## config.mk

```make
export PLATFORM = sky130hd
export DESIGN_NAME = user_interface_ctrl_flat
export DESIGN_NICKNAME = d
export VERILOG_FILES = /design/src/rtl/ui_pkg.sv /design/src/rtl/user_interface_ctrl_if.sv /design/src/rtl/ui_block_list.sv /design/src/rtl/user_interface_ctrl.sv /design/src/flat_wrapper.sv
export SDC_FILE = /design/constraint.sdc
export NUM_CORES = 1
export LEC_CHECK = 0
export ABC_CLOCK_PERIOD_IN_PS = 2800
export CAP_MARGIN = 20
export CORE_ASPECT_RATIO = 0.7
export CORE_MARGIN = 1.5
export CORE_UTILIZATION = 30
export DETAILED_ROUTE_END_ITERATION = 6
export GPL_ROUTABILITY_DRIVEN = 0
export MAX_ROUTING_LAYER = met4
export PLACE_DENSITY_LB_ADDON = 0.08
export SLEW_MARGIN = 20
export SYNTH_ARGS = -nofsm -noshare
export SYNTH_HDL_FRONTEND = slang
export SYNTH_HIERARCHICAL = 1
export SYNTH_SLANG_ARGS = --single-unit
```

## constraint.sdc

```tcl
create_clock -name clk -period 2.8 [get_ports clk]
set_input_delay 0.28 -clock clk [delete_from_list [all_inputs] [get_ports clk]]
set_output_delay 0.28 -clock clk [all_outputs]
set_load 0.01 [all_outputs]
```

## src/rtl/ui_pkg.sv

```systemverilog
// Shared types and constants for the user interface controller:
// FSM state encoding, application command codes and idle-menu indices.
package ui_pkg;

    typedef enum logic [2:0] {
        S_IDLE      = 3'd0,
        S_INCOMING  = 3'd1,
        S_OUTGOING  = 3'd2,
        S_BUSY      = 3'd3,
        S_CALL_WAIT = 3'd4,
        S_INIT      = 3'd5
    } ui_state_e;

    localparam logic [2:0] CMD_NOP       = 3'd0;
    localparam logic [2:0] CMD_INIT      = 3'd1;
    localparam logic [2:0] CMD_MAKE_CALL = 3'd2;
    localparam logic [2:0] CMD_ACCEPT    = 3'd3;
    localparam logic [2:0] CMD_REJECT    = 3'd4;
    localparam logic [2:0] CMD_END_CALL  = 3'd5;
    localparam logic [2:0] CMD_HOLD      = 3'd6;

    localparam int unsigned MENU_CALL  = 0;
    localparam int unsigned MENU_BLOCK = 1;

endpackage

```

## src/rtl/user_interface_ctrl_if.sv

```systemverilog
// Command channel from the UI controller to the application layer
// (valid/ready handshake carrying a command code and target address).
interface user_interface_ctrl_if #(
    parameter int ADDR_W = 8
) ();

    logic              cmd_valid;
    logic              cmd_ready;
    logic [2:0]        cmd_code;
    logic [ADDR_W-1:0] cmd_addr;

    modport master (output cmd_valid, output cmd_code, output cmd_addr, input cmd_ready);
    modport slave  (input cmd_valid, input cmd_code, input cmd_addr, output cmd_ready);

endinterface

```

## src/rtl/ui_block_list.sv

```systemverilog
// Circular blocked-caller list: append overwrites the oldest entry when full,
// clear empties it, lookup is a single-cycle compare against all valid entries.
module ui_block_list #(
    parameter int ADDR_W = 8,
    parameter int DEPTH  = 4
) (
    input  logic              clk,
    input  logic              reset,
    input  logic              add,
    input  logic              clear,
    input  logic [ADDR_W-1:0] add_addr,
    input  logic [ADDR_W-1:0] lookup_addr,
    output logic              hit
);

    localparam int PW = (DEPTH > 1) ? $clog2(DEPTH) : 1;

    logic [ADDR_W-1:0] entry [DEPTH];
    logic [DEPTH-1:0]  used;
    logic [PW-1:0]     wr_ptr;

    // Entry contents need no reset: the used bits gate every compare.
    always_ff @(posedge clk) begin
        if (reset || clear) begin
            used   <= '0;
            wr_ptr <= '0;
        end else if (add) begin
            entry[wr_ptr] <= add_addr;
            used[wr_ptr]  <= 1'b1;
            wr_ptr        <= (wr_ptr == PW'(DEPTH - 1)) ? '0 : wr_ptr + 1'b1;
        end
    end

    always_comb begin
        hit = 1'b0;
        for (int unsigned i = 0; i < DEPTH; i++) begin
            if (used[i] && entry[i] == lookup_addr) hit = 1'b1;
        end
    end

endmodule

```

## src/rtl/user_interface_ctrl.sv

```systemverilog
// Telephone-style UI controller: buttons and network events drive a call FSM
// that issues commands over a valid/ready channel. Optional caller blocking: UI_CALL_BLOCK_EN.
module user_interface_ctrl
    import ui_pkg::*;
#(
    parameter int ADDR_W       = 8,
    parameter int MENU_ITEMS   = 7,
    parameter int BLOCK_DEPTH  = 4,
    parameter int RING_TIMEOUT = 1000
) (
    input  logic                         clk,
    input  logic                         reset,
    input  logic                         btn_up,
    input  logic                         btn_down,
    input  logic                         btn_left,
    input  logic                         btn_right,
    input  logic                         btn_enter,
    input  logic [ADDR_W-1:0]            dial_addr,
    input  logic                         init_done,
    input  logic                         inc_call,
    input  logic [ADDR_W-1:0]            inc_addr,
    input  logic                         remote_ack,
    input  logic                         remote_hangup,
    user_interface_ctrl_if.master        cmd,
    output logic [2:0]                   state,
    output logic [5:0]                   menu_item,
    output logic                         blocked_hit
);

    localparam int RW = $clog2(RING_TIMEOUT + 1);

    if (MENU_ITEMS < 2 || MENU_ITEMS > 64 || BLOCK_DEPTH < 1 ||
        (BLOCK_DEPTH & (BLOCK_DEPTH - 1)) != 0 || RING_TIMEOUT < 1) begin : g_bad_param
        $error("user_interface_ctrl: illegal parameter value");
    end

    ui_state_e         fsm_state;
    logic [RW-1:0]     ring_cnt;
    logic [ADDR_W-1:0] peer_addr;
    logic [ADDR_W-1:0] wait_addr;
    logic              pend_call;
    logic              hold_chain;
    logic              accepted;
    logic              slot_free;
    logic              btn_ok;
    logic              ringing;
    logic              ring_done;
    logic              list_hit;
    logic              blocked_call;

    assign state        = fsm_state;
    assign accepted     = cmd.cmd_valid && cmd.cmd_ready;
    // A chained HOLD->ACCEPT reloads the channel on its accept cycle, so it is not free then.
    assign slot_free    = !cmd.cmd_valid || (cmd.cmd_ready && !hold_chain);
    assign btn_ok       = !cmd.cmd_valid;
    assign ringing      = (fsm_state == S_INCOMING) || (fsm_state == S_OUTGOING);
    assign ring_done    = (ring_cnt == RW'(RING_TIMEOUT - 1));
    assign blocked_call = inc_call && list_hit && (fsm_state != S_INIT);

`ifdef UI_CALL_BLOCK_EN
    logic blk_add;
    logic blk_clear;

    always_comb begin
        blk_add   = 1'b0;
        blk_clear = 1'b0;
        if (fsm_state == S_IDLE && !inc_call && btn_ok && menu_item == 6'(MENU_BLOCK)) begin
            blk_add   = btn_enter || btn_right;
            blk_clear = !(btn_enter || btn_right) && btn_left;
        end
    end

    ui_block_list #(
        .ADDR_W (ADDR_W),
        .DEPTH  (BLOCK_DEPTH)
    ) u_block_list (
        .clk         (clk),
        .reset       (reset),
        .add         (blk_add),
        .clear       (blk_clear),
        .add_addr    (dial_addr),
        .lookup_addr (inc_addr),
        .hit         (list_hit)
    );
`else
    assign list_hit = 1'b0;
`endif

    always_ff @(posedge clk) begin
        if (reset) begin
            fsm_state     <= S_INIT;
            menu_item     <= '0;
            cmd.cmd_valid <= 1'b0;
            cmd.cmd_code  <= CMD_NOP;
            cmd.cmd_addr  <= '0;
            blocked_hit   <= 1'b0;
            ring_cnt      <= '0;
            peer_addr     <= '0;
            wait_addr     <= '0;
            pend_call     <= 1'b0;
            hold_chain    <= 1'b0;
        end else begin
            blocked_hit <= blocked_call;
            // menu_item only moves in IDLE, so holding it at 0 elsewhere resets it on every IDLE entry.
            if (fsm_state != S_IDLE) menu_item <= '0;
            if (!ringing)        ring_cnt <= '0;
            else if (!ring_done) ring_cnt <= ring_cnt + 1'b1;

            if (accepted) begin
                cmd.cmd_valid <= 1'b0;
                if (hold_chain) begin
                    {cmd.cmd_valid, cmd.cmd_code, cmd.cmd_addr} <= {1'b1, CMD_ACCEPT, wait_addr};
                    peer_addr  <= wait_addr;
                    hold_chain <= 1'b0;
                    fsm_state  <= S_BUSY;
                end
                if (pend_call) begin
                    pend_call <= 1'b0;
                    peer_addr <= cmd.cmd_addr;
                    fsm_state <= S_OUTGOING;
                end
            end

            // Automatic rejects are dropped when the channel is still occupied.
            if (blocked_call) begin
                if (slot_free) {cmd.cmd_valid, cmd.cmd_code, cmd.cmd_addr} <= {1'b1, CMD_REJECT, inc_addr};
            end else if (inc_call && (fsm_state == S_INCOMING || fsm_state == S_OUTGOING ||
                                      fsm_state == S_CALL_WAIT)) begin
                if (slot_free) {cmd.cmd_valid, cmd.cmd_code, cmd.cmd_addr} <= {1'b1, CMD_REJECT, inc_addr};
            end else begin
                case (fsm_state)
                    S_INIT: begin
                        if (init_done) fsm_state <= S_IDLE;
                        else if (btn_ok && btn_enter)
                            {cmd.cmd_valid, cmd.cmd_code, cmd.cmd_addr} <= {1'b1, CMD_INIT, {ADDR_W{1'b0}}};
                    end
                    S_IDLE: begin
                        if (inc_call) begin
                            fsm_state <= S_INCOMING;
                            peer_addr <= inc_addr;
                            pend_call <= 1'b0;
                        end else if (btn_ok) begin
                            if (btn_enter || btn_right) begin
                                if (menu_item == 6'(MENU_CALL)) begin
                                    {cmd.cmd_valid, cmd.cmd_code, cmd.cmd_addr} <= {1'b1, CMD_MAKE_CALL, dial_addr};
                                    pend_call <= 1'b1;
                                end
                            end else if (!btn_left) begin
                                if (btn_up)
                                    menu_item <= (menu_item == '0) ? 6'(MENU_ITEMS - 1) : menu_item - 1'b1;
                                else if (btn_down)
                                    menu_item <= (menu_item == 6'(MENU_ITEMS - 1)) ? '0 : menu_item + 1'b1;
                            end
                        end
                    end
                    S_INCOMING: begin
                        if (ring_done && slot_free) begin
                            {cmd.cmd_valid, cmd.cmd_code, cmd.cmd_addr} <= {1'b1, CMD_REJECT, peer_addr};
                            fsm_state <= S_IDLE;
                        end else if (btn_ok && btn_enter) begin
                            {cmd.cmd_valid, cmd.cmd_code, cmd.cmd_addr} <= {1'b1, CMD_ACCEPT, peer_addr};
                            fsm_state <= S_BUSY;
                        end else if (btn_ok && btn_left) begin
                            {cmd.cmd_valid, cmd.cmd_code, cmd.cmd_addr} <= {1'b1, CMD_REJECT, peer_addr};
                            fsm_state <= S_IDLE;
                        end
                    end
                    S_OUTGOING: begin
                        if (remote_ack) fsm_state <= S_BUSY;
                        else if ((ring_done && slot_free) || (btn_ok && btn_left)) begin
                            {cmd.cmd_valid, cmd.cmd_code, cmd.cmd_addr} <= {1'b1, CMD_END_CALL, peer_addr};
                            fsm_state <= S_IDLE;
                        end
                    end
                    S_BUSY: begin
                        if (inc_call) begin
                            fsm_state <= S_CALL_WAIT;
                            wait_addr <= inc_addr;
                        end else if (remote_hangup) fsm_state <= S_IDLE;
                        else if (btn_ok && btn_left) begin
                            {cmd.cmd_valid, cmd.cmd_code, cmd.cmd_addr} <= {1'b1, CMD_END_CALL, peer_addr};
                            fsm_state <= S_IDLE;
                        end
                    end
                    S_CALL_WAIT: begin
                        if (remote_hangup) begin
                            fsm_state  <= S_INCOMING;
                            peer_addr  <= wait_addr;
                            hold_chain <= 1'b0;
                        end else if (btn_ok && btn_left) begin
                            {cmd.cmd_valid, cmd.cmd_code, cmd.cmd_addr} <= {1'b1, CMD_REJECT, wait_addr};
                            fsm_state <= S_BUSY;
                        end else if (btn_ok && btn_enter) begin
                            {cmd.cmd_valid, cmd.cmd_code, cmd.cmd_addr} <= {1'b1, CMD_HOLD, peer_addr};
                            hold_chain <= 1'b1;
                        end
                    end
                    default: fsm_state <= S_INIT;
                endcase
            end
        end
    end

endmodule

```

## src/flat_wrapper.sv

```systemverilog
// flat-port wrapper written by rule: the top's interface ports become plain ports
module user_interface_ctrl_flat import ui_pkg::*;
#(
    parameter int ADDR_W       = 8,
    parameter int MENU_ITEMS   = 7,
    parameter int BLOCK_DEPTH  = 4,
    parameter int RING_TIMEOUT = 1000
)
  (clk, reset, btn_up, btn_down, btn_left, btn_right, btn_enter, dial_addr, init_done, inc_call, inc_addr, remote_ack, remote_hangup, state, menu_item, blocked_hit, cmd_cmd_valid, cmd_cmd_code, cmd_cmd_addr, cmd_cmd_ready);
  user_interface_ctrl_if #(.ADDR_W(ADDR_W)) cmd_i ();
  input  logic clk;
  input  logic reset;
  input  logic btn_up;
  input  logic btn_down;
  input  logic btn_left;
  input  logic btn_right;
  input  logic btn_enter;
  input  logic [ADDR_W-1:0] dial_addr;
  input  logic init_done;
  input  logic inc_call;
  input  logic [ADDR_W-1:0] inc_addr;
  input  logic remote_ack;
  input  logic remote_hangup;
  output logic [2:0] state;
  output logic [5:0] menu_item;
  output logic blocked_hit;
  output wire logic [$bits(cmd_i.cmd_valid)-1:0] cmd_cmd_valid;
  output wire logic [$bits(cmd_i.cmd_code)-1:0] cmd_cmd_code;
  output wire logic [$bits(cmd_i.cmd_addr)-1:0] cmd_cmd_addr;
  input wire logic [$bits(cmd_i.cmd_ready)-1:0] cmd_cmd_ready;
  assign cmd_cmd_valid = cmd_i.cmd_valid;
  assign cmd_cmd_code = cmd_i.cmd_code;
  assign cmd_cmd_addr = cmd_i.cmd_addr;
  assign cmd_i.cmd_ready = cmd_cmd_ready;
  user_interface_ctrl #(.ADDR_W(ADDR_W), .MENU_ITEMS(MENU_ITEMS), .BLOCK_DEPTH(BLOCK_DEPTH), .RING_TIMEOUT(RING_TIMEOUT)) u_core (.clk(clk), .reset(reset), .btn_up(btn_up), .btn_down(btn_down), .btn_left(btn_left), .btn_right(btn_right), .btn_enter(btn_enter), .dial_addr(dial_addr), .init_done(init_done), .inc_call(inc_call), .inc_addr(inc_addr), .remote_ack(remote_ack), .remote_hangup(remote_hangup), .cmd(cmd_i), .state(state), .menu_item(menu_item), .blocked_hit(blocked_hit));
endmodule
```

==> results of run 1 <==
[metal layers]
metal / wire length (um) / vias to the layer above
li1: - / 2261
met1: 7880 / 2262
met2: 6580 / 226
met3: 1250 / 26
met4: 244 / 0
met5: 0 / -
[cell type report]
type | instances | share of cell area (%)
multi-input combinational | 472 | 57.2
sequential | 49 | 19.2
timing repair buffer | 88 | 15.3
tap | 185 | 4.54
clock buffer | 7 | 2.80
inverter | 13 | 0.956
[registers in the layout, summed over array words and instances, names as in the netlist]
signal	count
u_core/wait_addr	8
u_core/cmd.cmd_code	3
u_core/menu_item	6
u_core/pend_call	1
u_core/state	3
u_core/hold_chain	1
u_core/cmd.cmd_valid	1
u_core/peer_addr	8
u_core/cmd.cmd_addr	8
u_core/ring_cnt	10
[critical path: stages, from the launching register on]
cell and delay, ps:
dfxtp_1 340, or3b_1 410, or3_1 500, o31ai_4 450
buf_4 240, nor2_1 60, o41ai_2 260, o211ai_1 140
[final timing paths]
| check | start | endpoint | slack [ps] | depth (start not counted) |
|---|---|---|---|---|
| setup reg to reg | u_core/ring_cnt[4]$_SDFFE_PP0P_ | u_core/cmd.cmd_addr[4]$_SDFF_PP0_ | 290 | 7 |
| hold reg to reg | u_core/ring_cnt[1]$_SDFFE_PP0P_ | u_core/ring_cnt[1]$_SDFFE_PP0P_ | 480 | 2 |
| setup / recovery | u_core/ring_cnt[4]$_SDFFE_PP0P_ | u_core/cmd.cmd_addr[4]$_SDFF_PP0_ | 290 | 7 |
| hold / removal | u_core/ring_cnt[1]$_SDFFE_PP0P_ | u_core/ring_cnt[1]$_SDFFE_PP0P_ | 480 | 2 |
[stage by stage]
| step | power, mW | area (um^2) | util (%) |
|---|---|---|---|
| 5_1_grt | 3.45 | 5100 | 38.1 |
| 2_1_floorplan | 1.96 | 4190 | - |
| 4_1_cts | 3.24 | 5100 | 38.1 |
| 3_3_place_gp | 2.61 | 4960 | 37.0 |
| 6_report | 3.27 | 5100 | 38.1 |
| 3_5_place_dp | 2.59 | 4960 | 37.0 |
[layout by cell type, fill, tap and decap left out, types with 10 or more instances in the layout]
cell type | Yosys | final
clkdlybuf4s50_1 | 0 | 48
nand2_1 | 60 | 60
dfxtp_1 | 49 | 49
a22oi_1 | 17 | 17
nor2_1 | 96 | 96
o22a_1 | 16 | 16
a211oi_1 | 27 | 27
o211ai_1 | 10 | 10
o21ai_0 | 22 | 22
inv_1 | 12 | 12
a21oi_1 | 37 | 37
nor3_1 | 14 | 14
o22ai_1 | 15 | 15
buf_4 | 2 | 40
mux2i_1 | 10 | 10
[cells by family after synthesis]
family / share of synthesized area (%)
simple gates: 27.2
compound gates: 37.1
buf+inv: 6.87
flops: 23.4
mux: 2.66
xor+xnor: 1.46
fa+ha+maj: 1.20
other cells: 0.0896
[report_power, final]
| part | leakage (nW) | total, mW | internal [mW] | switching [mW] |
|---|---|---|---|---|
| Combinational | 1.30 | 1.74 | 0.681 | 1.06 |
| Sequential | 0.397 | 0.887 | 0.781 | 0.107 |
| Clock | 0.0700 | 0.641 | 0.353 | 0.288 |
| Total | 1.77 | 3.27 | 1.81 | 1.45 |
==> metrics.yaml, run 1 <==
status:
  status: "finished, final reports clean"
global_route:
  first_global_vias: 4613
  antenna_found_initial: 0
  grt_use_total_pct: 22.9
  grt_use_met3_pct: 4.26
  grt_overflow_total: 0
  use_met2_pct: 33.1
  grt_pass1_wl_mm: 25.2
  gr-max-usage-layer: "met2"
  grt_start_max_net_pins: 27
  use_met1_pct: 32.6
setup_path:
  required_ps: 2970
  arrival_ps: 2680
  path_class: "reg2reg"
  cp_max_fo: 6
  worstSetupStartpointType: "flip-flop"
  end_kind: "flip-flop"
floorplanning:
  die_y_um: 102
  die_area_um2: 14700
  io_pins: 50
  die_x_um: 144
  rows: 35
  initial_utilization_pct: 31.2
  core_area_um2: 13400
final_layout:
  final_nets: 661
  register_area_um2: 981
  nFillCells: 1410
  layoutNonFillerInstCount: 814
  drive_gt1_share_pct: 11.8
  area_growth_pct: 21.9
  multi_input_area_um2: 2920
  diodes: 0
yosys:
  syn-cell-area_um2: 4190
  synth.most_common_cell: "nor2_1"
  synth-seq-cells: 49
  synth_top_area_cell: "dfxtp_1"
  ys.flop_type: "dfxtp_1"
  yosysTopAreaCellShare_pct: 23.4
  synth_common_cells: "96 x nor2_1, 60 x nand2_1, 49 x dfxtp_1"
  synth_area_leaders: "dfxtp_1 23%, nor2_1 8.6%, nand2_1 5.4%"
  synth.avg_cell_area_um2: 7.28
  async_flop_share_pct: 0
  seq_area_frac_synth_pct: 23.4
  synth_cell_types: 78
  yosys_warnings: 6
  synth_edf_count: 0
  syn-instance-count: 575
  syn_nets: 607
route:
  ant_nets: 0
  drc: 0
  wirelength_mm: 15.9
  vias_per_cell: 5.87
  dr_total_vias: 4775
  detail_route.iter0.violations: 558
  firstDrtPassIters: 5
  wl_per_cell_um: 19.6
job:
  maxCapViolCount: 0
power_and_ir_drop:
  leakage_nw: 1.77
  ir_drop_mv: 0.287
  powerDensity_nw_per_um2: 640
sta:
  relSlewSlack_pct: 61.8
  worst_pin_slew_ps: 573
  max_freq_ghz: 0.398
  tns_ps: 0
  rsz0062_at_grt: "false"
  whs_ps: 484
  period_share_pct: 89.7
  skew_ps: 4.84
  final_max_slew_viol_count: 0
  hold_viol: 0
  final.min_clock_period_ps: 2510
  layout_setup_ws_ps: 287
  setup_viol: 0
clocking:
  cts_resized: 0
  clock_latency_ps: 300
  ctsHoldBuffers: 0
  cts_max_level: 2
  numCtsBuffers: 5
  cts_tree: "built"
  clockBufferDepth: 2
  clk_pin_slew_ps: 70
  cts.sinks: 49
  cts_setup_buffers: 0
  cts_root_buf: "clkbuf_16"
placement:
  port_buffers: 48
  post-place-ws_ps: 286
  dp_hpwl_mm: 11.9
  dp_cells: 807
hold_path:
  hp-class: "reg2reg"
Power figures use the tool's default switching activity.
==> run 2, diff against run 1 <==
HOLD_SLACK_MARGIN = 0.03   (was default)
==> results of run 2 <==
Same layout as run 1: the final DEF is identical, and so are final timing and power.
==> variant 1: new RTL, config.mk and constraints of run 1 <==
Add an input register stage for `btn_up` and `btn_down`, without a reset; this delays them by one clock. The other inputs are not delayed to match.
--- a/src/rtl/user_interface_ctrl.sv
+++ b/src/rtl/user_interface_ctrl.sv
@@ -30,4 +30,12 @@
     localparam int RW = $clog2(RING_TIMEOUT + 1);
 
+    logic btn_up_q;
+    logic btn_down_q;
+
+    always_ff @(posedge clk) begin
+        btn_up_q   <= btn_up;
+        btn_down_q <= btn_down;
+    end
+
     if (MENU_ITEMS < 2 || MENU_ITEMS > 64 || BLOCK_DEPTH < 1 ||
         (BLOCK_DEPTH & (BLOCK_DEPTH - 1)) != 0 || RING_TIMEOUT < 1) begin : g_bad_param
@@ -147,7 +155,7 @@
                                 end
                             end else if (!btn_left) begin
-                                if (btn_up)
+                                if (btn_up_q)
                                     menu_item <= (menu_item == '0) ? 6'(MENU_ITEMS - 1) : menu_item - 1'b1;
-                                else if (btn_down)
+                                else if (btn_down_q)
                                     menu_item <= (menu_item == 6'(MENU_ITEMS - 1)) ? '0 : menu_item + 1'b1;
                             end
Formal check against the unedited RTL: not equivalent (a bounded check fails within 4 cycles, from zero or initial values and one cycle with reset high).
==> variant 1 against run 1 <==
- synthesized cell count down 1.6%
- global-route usage is 0.66 points higher
- clock power up 6.7%
- worst setup slack improved by 0.0081 ns
- cell area is 0.51% lower
- final cell count is 1.4% lower
- area after synthesis decreased by 1.6%
- sequential cell count rose by 2
- first-iteration DRC count shrank 12%
- worst hold slack got worse by 0.064 ns
- total power is 6.0% higher
- routed wire length grew 1.8%
- fmax rose by 0.33%
- critical path type unchanged
- largest cell class unchanged
- largest power group unchanged
==> variant 1: results (changes against run 1) <==
* Result of the run: completed (unchanged)
* Critical-path top delay cell: dfxtp_1 (was or3_1)
* Final WL at 16200 microns (was 15900 microns)
* Avg Inst Size Synth at 7.28 sq um (about the same)
* Lkg Pwr at 1.85 nW (was 1.77 nW)
* Seq/Total Area, Yosys at 24.8% (was 23.4%)
* DRT iter0 DRCs at 493 (was 558)
* FILL cells at 1408 (was 1410)
* Pre-CTS WS at 0.224 ns (was 0.286 ns)
* Slew of the pin with the lowest slew margin at 1.08 ns (was 0.573 ns)
* Worst Hold Path Cells at 1 (was 2)
* Vias at 4718 (was 4775)
* Global-route wire length before repair at 25000 microns (was 25200 microns)
* Flip-flop and latch count after synthesis at 51 (was 49)
* Share of layout cells above drive strength 1 at 11.7% (was 11.8%)
* Avg WL per Cell at 20.2 microns (was 19.6 microns)
* Worst hold endpoint: u_core/btn_down_q$_DFF_P_ (was u_core/ring_cnt[1]$_SDFFE_PP0P_)
* Post-synth top cells: 71 x nor2_1, 51 x dfxtp_1, 47 x nand2_1 (was 96 x nor2_1, 60 x nand2_1, 49 x dfxtp_1)
* Synth cell types at 72 (was 78)
* DRT Pass-1 Iters at 6 (was 5)
* Worst hold path type: input port to flop (was flop to flop)
* DPL Wire Length at 11700 microns (was 11900 microns)
* Peak VDD IR at 0.248 mV (was 0.287 mV)
* Placement Cell Area at 4920 sq um (was 4960 sq um)
* Largest net degree at the start of global routing at 22 (was 27)
* Achievable Freq at 0.399 GHz (was 0.398 GHz)
* Ranking of synthesized cells by area: dfxtp_1 25%, nor2_1 6.5%, a21oi_1 5.5%, a211oi_1 4.7%, nand2_1 4.3% (was dfxtp_1 23%, nor2_1 8.6%, nand2_1 5.4%, a211oi_1 4.8%, a21oi_1 4.4%)
* Cells after DPL at 795 (was 807)
* Max incr delay on CP at 0.72 ns (was 0.50 ns)
* Worst clock skew at 0.00627 ns (was 0.00484 ns)
variant 1: cell families (layout without fill, tap and decap cells):
group / count (synthesis) / count (layout) / synth area share, %
AO/OA/AOI/OAI: 230 / 230 / 38.7
buffers and inverters: 73 / 125 / 8.01
XOR/XNOR: 11 / 11 / 2.34
other: 1 / 1 / 0.0910
multiplexers: 11 / 11 / 3.43
AND/OR/NAND/NOR: 185 / 185 / 21.5
adder cells (fa/ha/maj): 4 / 4 / 1.21
flip-flops: 51 / 51 / 24.8
variant 1: area by class of cell:
class                   instances  area share [%]
clock buffers                   7            3.01
multi-input cells             442            54.6
flip-flops and latches         51            20.1
inverters                      28            2.07
clock inverters                 1           0.148
repair buffers                 89            15.5
well taps                     185            4.56
variant 1: power breakdown:
| part | switching (mW) | total, mW | internal [mW] | leakage [nW] |
|---|---|---|---|---|
| clock network | 0.303 | 0.684 | 0.382 | 0.0761 |
| registers | 0.202 | 1.02 | 0.821 | 0.414 |
| logic | 1.02 | 1.76 | 0.732 | 1.36 |
| total | 1.53 | 3.46 | 1.94 | 1.85 |
variant 1: worst max-delay path: cells and delay by family (launching register included):
family / cells / cell delay, ns
AOI/OAI and AO/OA: 4 / 0.66
DFF: 1 / 0.72
muxes: 1 / 0.45
and+or+nand+nor: 1 / 0.53
variant 1: metal layers:
| layer | GRT usage, % | routed length [microns] |
|---|---|---|
| met2 | 34.4 | 6760 |
| met3 | 6.37 | 1600 |
| met4 | 5.95 | 196 |
| met1 | 32.0 | 7680 |
| met5 | - | 0 |
==> variant 2: new RTL, flow settings as in run 1 <==
Made on the original files. Build with the macro `UI_CALL_BLOCK_EN` defined.
--- a/src/rtl/user_interface_ctrl.sv
+++ b/src/rtl/user_interface_ctrl.sv
@@ -1,4 +1,6 @@
 // Telephone-style UI controller: buttons and network events drive a call FSM
 // that issues commands over a valid/ready channel. Optional caller blocking: UI_CALL_BLOCK_EN.
+`define UI_CALL_BLOCK_EN
+
 module user_interface_ctrl
     import ui_pkg::*;
Check against the original RTL: no difference found for any inputs over 4 cycles, from zero or initial values and one cycle with reset high; that may be too few to reach the edited logic, so the function may still have changed.
==> variant 2 against run 1 <==
- via count rose by 27%
- critical path type is now input port to flop
- worst setup slack got worse by 0.14 ns
- sequential cell count rose by 39
- cell area rose by 42%
- critical path depth rose by 5
- worst hold slack improved by 0.013 ns
- area after synthesis rose by 38%
- final cell count rose by 29%
- sequential share of layout area rose by 9.5 points
- total power rose by 63%
- highest routed layer unchanged
- largest power group unchanged
- global-route usage rose by 0.67 points
- synthesized cell count rose by 24%
- routed wire length rose by 42%
==> variant 2: results (changes against run 1) <==
* Slew HR at 55.4% (was 61.8%)
* Ant. Diodes at 0 (unchanged)
* Vias in the first global route at 5802 (was 4613)
* Synth cell types at 70 (was 78)
* FILL cells at 1947 (was 1410)
* Layout Nets at 842 (was 661)
* Top Family by Delay on Critical Path: simple AND/OR/NAND/NOR gates (unchanged)
* Result of the run: completed (unchanged)
* Number of synthesized flops with an enable pin at 32 (was 0)
* Post-synth top cells: 94 x nor2_1, 68 x nand2_1, 60 x a21oi_1 (was 96 x nor2_1, 60 x nand2_1, 49 x dfxtp_1)
* Peak VDD IR at 0.358 mV (was 0.287 mV)
* CTS Root Cell: clkbuf_16 (unchanged)
* Post-Syn Instances at 714 (was 575)
* Global-route wire length before repair at 34700 microns (was 25200 microns)
* Share of layout cells above drive strength 1 at 13.7% (was 11.8%)
* Synthesized Nets at 752 (was 607)
* # DRC at 0 (unchanged)
* Max-Cap Viols at 0 (unchanged)
* Ranking of synthesized cells by area: dfxtp_1 19%, edfxtp_1 17%, nor2_1 6.1%, a21oi_1 5.2%, nand2_1 4.4% (was dfxtp_1 23%, nor2_1 8.6%, nand2_1 5.4%, a211oi_1 4.8%, a21oi_1 4.4%)
* Avg WL per Cell at 21.5 microns (was 19.6 microns)
* Flip-flop and latch count after synthesis at 88 (was 49)
* DRT Pass-1 Iters at 5 (unchanged)
* Initial antenna violation count at 0 (unchanged)
* Largest registers: u_core/u_block_list/entry (32), u_core/ring_cnt (10)
* Vias at 6061 (was 4775)
* Lkg Pwr at 2.52 nW (was 1.77 nW)
* Synth warn at 6 (unchanged)
* Total CTS buffers at 9 (was 5)
* Longest Clk Path Bufs at 2 (unchanged)
* Critical-path top delay cell: clkdlybuf4s50_1 (was or3_1)
* Crit path max fanout at 7 (was 6)
* Sw frac at 41.7% (was 44.4%)
* Ys async rst share at 0% (unchanged)
* Pre-CTS WS at -0.305 ns (was 0.286 ns)
* Largest net degree at the start of global routing at 27 (unchanged)
* Max incr delay on CP at 0.58 ns (was 0.50 ns)
* Clk Latency, worst-skew pair at 0.35 ns (was 0.30 ns)
* Reg clk slew, reported paths at 0.07 ns (about the same)
* Worst clock skew at 0.0102 ns (was 0.00484 ns)
* DR vias/cell at 5.77 (was 5.87)
* Total Routing Usage GR at 23.6% (was 22.9%)
* Placement Cell Area at 6960 sq um (was 4960 sq um)
* Seq/Total Area, Yosys at 36.1% (was 23.4%)
* Worst hold path type: flop to flop (unchanged)
* H-tree depth at 3 (was 2)
* Top FF cell, synth: dfxtp_1 (unchanged)
* DPL Wire Length at 17100 microns (was 11900 microns)
* DRT iter0 DRCs at 719 (was 558)
* Cells after DPL at 1035 (was 807)
* Post-CTS setup buffers at 0 (unchanged)
* PortBufs at 49 (was 48)
-- variant 2: cell count changes in the layout (fill, tap and decap cells not counted), moves of 7 or more --
cell	run 1	this run
xor2_1	4	21
dfxtp_1	49	56
o21ai_0	22	45
edfxtp_1	0	32
xnor2_1	3	17
a21oi_1	37	60
o22a_1	16	0
buf_4	40	74
a22oi_1	17	2
a211oi_1	27	12
nand3_1	9	25
nand2_1	60	68
-- variant 2: final cells by class --
class	count	share of cell area [%]
flip-flops and latches	88	28.7
inverters	19	0.984
repair buffers	125	15.0
clock buffers	10	3.16
multi-input cells	561	47.4
clock inverters	6	0.587
well taps	242	4.18
-- variant 2: cell families after synthesis --
family | share of synthesized area (%)
XOR/XNOR | 5.92
AND/OR/NAND/NOR | 22.8
buffers and inverters | 4.56
flip-flops | 36.1
AO/OA/AOI/OAI | 26.5
multiplexers | 1.95
adder cells (fa/ha/maj) | 2.17
-- variant 2: power groups by stage --
stage / registers, mW / logic [mW] / clock network, mW
after floorplan: 1.60 / 1.35 / 0
after global placement: 1.63 / 2.48 / 0
after CTS: 1.60 / 2.47 / 1.20
final: 1.61 / 2.55 / 1.16
after global routing: 1.62 / 2.73 / 1.24
after detailed placement: 1.63 / 2.45 / 0
-- variant 2: stage by stage --
stage / power, mW / TNS (ns) / hold WS (ns) / util (%)
after floorplan: 2.95 / 0 / 0.379 / -
after detailed placement: 4.08 / -2.39 / 0.481 / 36.9
final: 5.32 / 0 / 0.497 / 38.4
after CTS: 5.27 / 0 / 0.496 / 38.3
after global placement: 4.11 / -1.86 / 0.473 / 36.9
after global routing: 5.59 / 0 / 0.522 / 38.4
-- variant 2: tightest hold or removal path: stages (launching register included) --
cell,delay [ns]
dfxtp_1,0.35
a21oi_1,0.05
nor2_1,0.07
-- variant 2: repair_timing --
item / in CTS / in global routing
resized for setup: 0 / 3
setup endpoints to repair: 0 / 7
hold buffers: 0 / 0
-- variant 2: path summary, 6_finish.rpt --
check                                                 from                                  endpoint  slack [ns]  cells past startpoint
setup / recovery                               inc_addr[5]                u_core/state[0]$_SDFF_PP1_        0.14                     12
hold / removal    u_core/u_block_list/used[1]$_SDFFE_PP0P_  u_core/u_block_list/used[1]$_SDFFE_PP0P_        0.50                      2
setup reg to reg              u_core/hold_chain$_SDFF_PP0_         u_core/cmd.cmd_addr[2]$_SDFF_PP0_        0.28                      7
hold reg to reg   u_core/u_block_list/used[1]$_SDFFE_PP0P_  u_core/u_block_list/used[1]$_SDFFE_PP0P_        0.50                      2
-- variant 2: metal layers --
layer	global-route usage (%)	part of all wire (%)
met1	35.3	50
met2	30.4	38
met3	6.21	9.9
met4	6.25	1.6
met5	-	0
